$ cat config.mk
export PLATFORM = sky130hd
export DESIGN_NAME = fetch_sequencer
export DESIGN_NICKNAME = d
export VERILOG_FILES = /design/src/rtl/fetch_sequencer_pkg.sv /design/src/rtl/fetch_sequencer_next_pc_calc.sv /design/src/rtl/fetch_sequencer.sv
export SDC_FILE = /design/constraint.sdc
export NUM_CORES = 1
export LEC_CHECK = 0
export BUFFER_PORTS_ARGS = -buffer_cell sky130_fd_sc_hd__buf_2
export CAP_MARGIN = 10
export CORE_ASPECT_RATIO = 1.2
export CORE_MARGIN = 8
export CORE_UTILIZATION = 50
export DETAILED_ROUTE_END_ITERATION = 12
export PLACE_DENSITY = 0.77
export SYNTH_ARGS = -nofsm -noshare
export SYNTH_HDL_FRONTEND = slang
export SYNTH_SLANG_ARGS = --single-unit
$ cat constraint.sdc
create_clock -name clk_i -period 6.85 [get_ports clk_i]
set_clock_uncertainty 0.2 [all_clocks]
set_input_delay 0.3425 -clock clk_i [delete_from_list [all_inputs] [get_ports clk_i]]
set_output_delay 0.3425 -clock clk_i [all_outputs]
set_load 0.02 [all_outputs]
$ cat src/rtl/fetch_sequencer_pkg.sv
// -----------------------------------------------------------------------------
// fetch_sequencer_pkg
// Shared definitions for the instruction-fetch sequencer:
//   - pc_src encodings produced by the branch unit
//   - fetch FSM state encodings
//   - PC increment helper (wraps modulo 2^32)
// -----------------------------------------------------------------------------
package fetch_sequencer_pkg;

    localparam int PC_WIDTH = 32;

    // Next-PC source selected by the branch unit.
    typedef enum logic [1:0] {
        PCS_SEQ = 2'b00,    // sequential, PC+4
        PCS_J   = 2'b01,    // j / jal
        PCS_BR  = 2'b10,    // conditional branch taken
        PCS_JR  = 2'b11     // jr / jalr
    } pc_src_e;

    // Fetch FSM states.
    typedef enum logic [1:0] {
        ST_IDLE  = 2'b00,   // one cycle after reset release
        ST_REQ   = 2'b01,   // request outstanding at pc
        ST_HOLD  = 2'b10,   // fetched word presented to decode
        ST_DRAIN = 2'b11    // squashed request still outstanding
    } fetch_state_e;

    // Sequential successor; natural 32-bit overflow gives the wrap to 0.
    function automatic logic [PC_WIDTH-1:0] pc_plus4(input logic [PC_WIDTH-1:0] pc);
        return pc + 32'd4;
    endfunction

endpackage

$ cat src/rtl/fetch_sequencer_next_pc_calc.sv
// -----------------------------------------------------------------------------
// fetch_sequencer_next_pc_calc
// Combinational redirect-target mux.
// Ports:
//   id_pc_i      in  32  PC of the instruction in decode
//   pc_src_i     in  2   next-PC source (pc_src_e encoding)
//   imm16_i      in  16  branch offset (word offset, sign-extended)
//   idx26_i      in  26  jump index
//   rs_i         in  32  rs register value (jr target)
//   target_o     out 32  redirect target
//   misalign_o   out 1   jr target had non-zero low bits (target still aligned)
// -----------------------------------------------------------------------------
module fetch_sequencer_next_pc_calc
    import fetch_sequencer_pkg::*;
(
    input  logic [31:0] id_pc_i,
    input  logic [1:0]  pc_src_i,
    input  logic [15:0] imm16_i,
    input  logic [25:0] idx26_i,
    input  logic [31:0] rs_i,
    output logic [31:0] target_o,
    output logic        misalign_o
);

    logic [31:0] seq_pc;

    assign seq_pc = pc_plus4(id_pc_i);

    always_comb begin
        target_o   = seq_pc;
        misalign_o = 1'b0;
        case (pc_src_i)
            PCS_J:   target_o = {seq_pc[31:28], idx26_i, 2'b00};
            PCS_BR:  target_o = seq_pc + {{14{imm16_i[15]}}, imm16_i, 2'b00};
            PCS_JR: begin
                // Low bits are dropped so fetch stays word aligned; the
                // misalignment is only reported.
                target_o   = {rs_i[31:2], 2'b00};
                misalign_o = (rs_i[1:0] != 2'b00);
            end
            default: target_o = seq_pc;
        endcase
    end

endmodule

$ cat src/rtl/fetch_sequencer.sv
// -----------------------------------------------------------------------------
// fetch_sequencer
// Instruction-fetch controller: owns the PC, runs the imem req/ack handshake,
// presents fetched words to decode over valid/ready and squashes in-flight
// fetches when decode redirects (no delay slot).
// Ports:
//   clk_i          in  1   clock
//   rst_n_i        in  1   asynchronous active-low reset
//   imem_req_o     out 1   fetch request, held until imem_ack_i
//   imem_addr_o    out 32  fetch address, stable while request outstanding
//   imem_ack_i     in  1   1-cycle acknowledge, imem_rdata_i valid
//   imem_rdata_i   in  32  fetched word
//   if_valid_o     out 1   if_instr_o / if_pc_o valid
//   if_ready_i     in  1   decode accepts when valid & ready
//   if_instr_o     out 32  instruction word
//   if_pc_o        out 32  address of if_instr_o
//   id_valid_i     in  1   qualifies pc_src_i
//   id_pc_i        in  32  PC of instruction in decode
//   pc_src_i       in  2   next-PC source
//   id_imm16_i     in  16  branch offset
//   id_idx26_i     in  26  jump index
//   id_rs_i        in  32  jr target register
//   jr_misalign_o  out 1   pulse: jr target low bits were non-zero
// -----------------------------------------------------------------------------
module fetch_sequencer
    import fetch_sequencer_pkg::*;
#(
    parameter logic [31:0] RESET_PC = 32'h0000_0000,
    parameter int          PC_W     = 32
) (
    input  logic            clk_i,
    input  logic            rst_n_i,
    output logic            imem_req_o,
    output logic [PC_W-1:0] imem_addr_o,
    input  logic            imem_ack_i,
    input  logic [31:0]     imem_rdata_i,
    output logic            if_valid_o,
    input  logic            if_ready_i,
    output logic [31:0]     if_instr_o,
    output logic [PC_W-1:0] if_pc_o,
    input  logic            id_valid_i,
    input  logic [PC_W-1:0] id_pc_i,
    input  logic [1:0]      pc_src_i,
    input  logic [15:0]     id_imm16_i,
    input  logic [25:0]     id_idx26_i,
    input  logic [31:0]     id_rs_i,
    output logic            jr_misalign_o
);

    fetch_state_e    state_q;
    logic [PC_W-1:0] pc_q;
    logic [PC_W-1:0] drain_addr_q;
    logic [PC_W-1:0] if_pc_q;
    logic [31:0]     if_instr_q;
    logic            if_valid_q;
    logic            jr_misalign_q;

    logic [PC_W-1:0] target_d;
    logic            misalign_d;
    logic            redirect_d;

    fetch_sequencer_next_pc_calc u_next_pc_calc (
        .id_pc_i    (id_pc_i),
        .pc_src_i   (pc_src_i),
        .imm16_i    (id_imm16_i),
        .idx26_i    (id_idx26_i),
        .rs_i       (id_rs_i),
        .target_o   (target_d),
        .misalign_o (misalign_d)
    );

    assign redirect_d = id_valid_i && (pc_src_i != PCS_SEQ);

    always_ff @(posedge clk_i or negedge rst_n_i) begin
        if (!rst_n_i) begin
            state_q       <= ST_IDLE;
            pc_q          <= RESET_PC;
            drain_addr_q  <= '0;
            if_pc_q       <= '0;
            if_instr_q    <= '0;
            if_valid_q    <= 1'b0;
            jr_misalign_q <= 1'b0;
        end else begin
            // misalign_d is only ever set for jr, so no extra source check.
            jr_misalign_q <= redirect_d && misalign_d;

            case (state_q)
                ST_IDLE: begin
                    state_q <= ST_REQ;
                    if (redirect_d) begin
                        pc_q <= target_d;
                    end
                end

                ST_REQ: begin
                    if (redirect_d) begin
                        pc_q <= target_d;
                        if (!imem_ack_i) begin
                            // Keep the bus address frozen while the old
                            // request completes; pc_q already moved on.
                            drain_addr_q <= pc_q;
                            state_q      <= ST_DRAIN;
                        end else begin
                            state_q <= ST_REQ;
                        end
                    end else if (imem_ack_i) begin
                        if_instr_q <= imem_rdata_i;
                        if_pc_q    <= pc_q;
                        if_valid_q <= 1'b1;
                        state_q    <= ST_HOLD;
                    end
                end

                ST_HOLD: begin
                    if (redirect_d) begin
                        pc_q       <= target_d;
                        if_valid_q <= 1'b0;
                        state_q    <= ST_REQ;
                    end else if (if_ready_i) begin
                        pc_q       <= pc_plus4(pc_q);
                        if_valid_q <= 1'b0;
                        state_q    <= ST_REQ;
                    end
                end

                ST_DRAIN: begin
                    // Later redirects just overwrite the pending target.
                    if (redirect_d) begin
                        pc_q <= target_d;
                    end
                    if (imem_ack_i) begin
                        state_q <= ST_REQ;
                    end
                end

                default: state_q <= ST_IDLE;
            endcase
        end
    end

    assign imem_req_o    = (state_q == ST_REQ) || (state_q == ST_DRAIN);
    assign imem_addr_o   = (state_q == ST_DRAIN) ? drain_addr_q : pc_q;
    assign if_valid_o    = if_valid_q;
    assign if_instr_o    = if_instr_q;
    assign if_pc_o       = if_pc_q;
    assign jr_misalign_o = jr_misalign_q;

endmodule

Word-level counts from Yosys, hierarchy flattened
Cells that the tools add are included.
- register bits after elaboration: 132
- output and inout bits: 99
- word-level logic and storage cells: 56
- bits in writable memories: 0
- memories kept: 0
- bits in latches: 0
- memory bits (read-only): 0
- reductions and logical operators: 13
- equal/unequal tests: 12
- bitwise operators: 2
- $add $sub $neg: 3
- divide/modulo/power cells: 0
- $mul: 0
- multiplexer cells: 19
- shifts and indexed selects: 0
- $lt $le $gt $ge: 0
- operator list (kind ; count):
    $mux W32 ; 4
    $pmux W32 S3 ; 1
    $add A32 B3 Y32 const B ; 2
    $pmux W32 S2 ; 1
    $add A32 B32 Y32 ; 1
    $mux W2 ; 6
    $reduce_and A3 Y1 ; 3
    $eq A2 B2 Y1 const B ; 4
    $pmux W2 S4 ; 1
    $ne A2 B2 Y1 const B ; 3
    $ne A3 B3 Y1 const B ; 2
    $reduce_bool A2 Y1 ; 3
    $mux W1 ; 5
    $eq A2 B1 Y1 const B ; 2
    $reduce_and A4 Y1 ; 1
    $reduce_or A3 Y1 ; 1
    $logic_and A1 B1 Y1 ; 2
    $logic_not A2 Y1 ; 1
    $ne A2 B1 Y1 const B ; 1
    $not A1 Y1 ; 2
    $pmux W1 S2 ; 1
    $reduce_and A2 Y1 ; 1
    $logic_or A1 B1 Y1 ; 1

Depth between registers and ports, before layout
- word-level depth: 5
- mapped depth: 16

Hierarchy
From an unflattened synthesis, not the netlist that was laid out.
- cell total of the unflattened synthesis: 879
- area total of the unflattened synthesis: 8912.3 sq um
- modules (own cells, without submodules) (module ; sequential area each (sq um) ; instances ; area each (sq um) ; cells each):
    fetch_sequencer ; 3303.2 ; 1 ; 6050.8 ; 493
    fetch_sequencer_next_pc_calc ; 0.0 ; 1 ; 2861.5 ; 386

Worst setup path after synthesis
No wires, ideal clock.
- path type: input to register
- start: input id_pc_i[5]
- end: register pc_q[28]
- path buffers: 1
- stages: 14
- path slack: 3.589 ns
- data arrival time: 2.940 ns
- setup time: 0.121 ns
- path through: and4_1 > and3_1 > buf_4 > nand4_1 > xnor2_1 > ha_1 > a21oi_1 > o21ai_0 > nor2b_1 > or2_4 > o41ai_4 > o311a_1 > xor2_1 > o21ai_1
- longest elaborated chain between the ends: 5
- elaborated cells on any way between the ends: 6
- ends and longest elaborated chain (element ; line ; source):
    from (decl) ; fetch_sequencer.sv:42 ; input logic [PC_W-1:0] id_pc_i,
    $add A32 B3 Y32 (*) ; fetch_sequencer_pkg.sv:30 ; return pc + 32'd4;
    $add A32 B32 Y32 ; fetch_sequencer_next_pc_calc.sv:34 ; PCS_BR: target_o = seq_pc + {{14{imm16_i[15]}}, imm16_i, 2'b00};
    $pmux W32 S3 (*) ; fetch_sequencer_next_pc_calc.sv:32 ; case (pc_src_i)
    $mux W32 (on tied branches) ; n/a ;
    $pmux W32 S2 (*) ; fetch_sequencer.sv:87 ; case (state_q)
    to (signal assigned) ; fetch_sequencer.sv:91 ; pc_q <= target_d;
    to (signal assigned) ; fetch_sequencer.sv:97 ; pc_q <= target_d;
    to (signal assigned) ; fetch_sequencer.sv:129 ; pc_q <= target_d;
    to (decl) ; fetch_sequencer.sv:51 ; logic [PC_W-1:0] pc_q;
Every way passes the cells marked *; elsewhere a longest branch is shown, timed or not. The select of a mux whose other input is x is not followed.
A chain may end at the register's enable or synchronous reset.

Worst setup path after layout
- start: input id_pc_i[4]
- end: register pc_q[28]
The elaborated chain is that of the path after synthesis.

==> out/metrics.csv <==
metric;value;unit
crit_type;in2reg;
syn_inst;896;
placed_cells;1315;
switching_share;38.38;%
drc;0;
max_freq;0.2855;GHz
drtIter0Drc;468;
pwr-share-clk;24.4;%
cts-root-buf;clkbuf_16;
synth.cell_area;8782;um2
clock_sinks;132;
max_cap_viol_count;0;
tightestPinTransition;1.155;ns
routed_wl;27.31;mm
clockBufferDepth;2;
grt_max_degree;82;
htree_levels;4;
ant_nets;0;
die_area;22080;um2
cp.required;6.95;ns
regArea;3303;um2
yosysMostFrequentCell;dfrtp_1;
grtUsageTotal;24.42;%
synth.area.top_cells;dfrtp_1, mux2_2, ha_1, a21oi_1, xnor2_1;
ir_drop;0.1670;mV
maxSlewViolCount;0;
first_pass_iters;5;
gp_congestion;0.9657;
p_sw;1.524;mW
multi_input_area;5201;um2
cp.arrival;3.60;ns
die_height;161.2;um
min_path_type;in2reg;
area_growth_syn_to_layout;26.54;%
placed_cell_area;10120;um2
grt_pass1_vias;8282;
start_util;50.55;%
io_pins;244;
antenna_found_initial;1;
path_clk_slew;0.06;ns
synth-edff-count;0;
setup_viol;0;
cp-start-kind;primary input;
ys_seq_area_share;37.61;%
fillers;1441;
p_leak;5.022;nW
synth_cell_types;67;
rsz0062_at_grt;false;
grt_overflow;0;
avgSynthCellArea;9.802;um2
fin_crit;3.503;ns
synth_commonest_cells;dfrtp_1, mux2_2, a21oi_1;
stdcell_area;11110;um2
power.density;357.3;nW/um2
dpl_worst_slack;2.917;ns
synth-async-reset-ratio;100.0;%
fin_cells;1383;
viasPerCell;5.751;
period_share;51.14;%
crit_fanout;10;
p_seq_share;33.5;%
internal-power;2.447;mW
maxSlewHeadroom;22.71;%
cts_tree;built;
core-area;17370;um2
dp_hpwl;20.23;mm
numPortBuffers;243;
synthFlopType;dfrtp_1;
fp-row-count;53;
combinationalPowerShare;42.0;%
layout.nets;1332;
hold_viol;0;
drive_gt1_share;36.40;%
synth-seq-cells;132;
worstSetupEndpointType;flip-flop;
clkLatencyLatePin;0.41;ns
grt_pass1_wl;42.87;mm
status;completed;
setup_tns;0;ns
wl_per_cell;19.75;um
cts_buffers;17;
cts_resized;0;
worst_slack;3.347;ns
synth.top_cell.area_share;37.61;%
yosysTopAreaCell;dfrtp_1;
vias;7954;
final_util;63.96;%
ys_warn_count;0;
die_x;137.0;um
synth_fp_nets;1078;
power groups by stage:
stage	Combinational, mW	Clock, mW	Sequential, mW
after floorplan	0.890	0	1.52
after global placement	1.62	0	1.31
after detailed placement	1.65	0	1.33
after CTS	1.67	0.982	1.32
after global routing	1.79	1.01	1.38
final	1.67	0.971	1.33
registers in the layout, summed over array words and instances, names as in the netlist:
| register | flops |
|---|---|
| jr_misalign_o | 1 |
| pc_q | 32 |
| if_instr_o | 32 |
| state_q | 2 |
| drain_addr_q | 32 |
| if_valid_o | 1 |
| if_pc_o | 32 |
cell families (layout without fill, tap and decap cells):
group	Yosys count	after routing	synth area share, %
AND/OR/NAND/NOR	246	246	13.88
AO/OA/AOI/OAI	212	212	15.64
multiplexers	136	136	17.98
flip-flops	132	132	37.61
buffers and inverters	70	336	3.163
XOR/XNOR	63	63	6.368
adder cells (fa/ha/maj)	37	37	5.357
other	0	1	0
stage by stage:
stage	total power [mW]	hold slack (ns)
floorplan	2.409	-0.1531
global placement	2.933	0.1190
detailed placement	2.981	0.1185
CTS	3.978	0.007344
global route	4.179	0.04594
finish	3.971	0.01885
cell type report:
class                           instances  share of cell area (%)
Sequential cell                       132                   29.72
Multi-Input combinational cell        694                   46.80
Antenna cell                            1                 0.02252
Timing Repair Buffer                  285                   14.65
Clock buffer                           18                   3.862
Inverter                               20                  0.6755
Clock inverter                         13                   1.790
Tap cell                              220                   2.477
worst max-delay path: stages:
cell	delay, ns
buf_2	0.12
and4_1	0.34
and3_1	0.42
nand3_1	0.15
xnor2_1	0.23
ha_1	0.34
a21oi_1	0.17
o21ai_0	0.12
nor2b_1	0.16
or2_4	0.27
o41ai_4	0.45
o311a_1	0.25
xor2_1	0.16
o21ai_1	0.07
per-layer routing:
metal / track usage [%] / up-vias / routed length, um
met5: 0 / - / 0
li1: - / 3805 / -
met4: 7.768 / 0 / 526
met2: 42.41 / 317 / 13590
met3: 3.947 / 37 / 1835
met1: 30.00 / 3795 / 11360
cell usage in the layout (no fill, tap or decap), drive strengths merged, types with 3 or more instances in the layout:
cell         synthesis  routed
dfrtp              132     132
nand2               71      71
nand4               16      16
a211oi               7       7
mux2i                7       7
ha                  36      36
a311oi               3       3
nand3               42      42
o221ai               7       7
nand3b               3       3
xnor2               40      40
o22ai               10      10
bufinv               0       4
nor3                13      13
buf                 15     249
xor2                23      23
nor2b                3       3
o211a                3       3
o211ai               5       5
a21oi               72      72
nor2                52      52
or3                  3       3
inv                 20      25
o21bai               6       6
clkbuf              35      18
mux2               124     124
a41oi                3       3
a21o                 7       7
o21a                 7       7
and3                20      20
and2                 8       8
dlygate4sd3          0      36
o21ai               45      45
mux4                 5       5
a31oi               18      18
and4                 6       6
worst paths after layout:
check	from	to	slack, ns	depth (start not counted)
max	id_pc_i[4]	pc_q[28]	3.35	14
min	id_rs_i[11]	pc_q[11]	0.02	3
max reg2reg	state_q[1]	pc_q[19]	3.69	8
min reg2reg	drain_addr_q[1]	drain_addr_q[1]	0.28	2
max in group asynchronous	rst_n_i	if_instr_o[13]	4.80	3
min in group asynchronous	rst_n_i	if_pc_o[30]	0.25	2
timing repair:
| item | 4_1_cts | 5_1_grt |
|---|---|---|
| buffers inserted | 0 | 0 |
| hold endpoints to repair | 85 | 0 |
| hold buffers | 36 | 0 |
(Power assumes the default switching activity.)
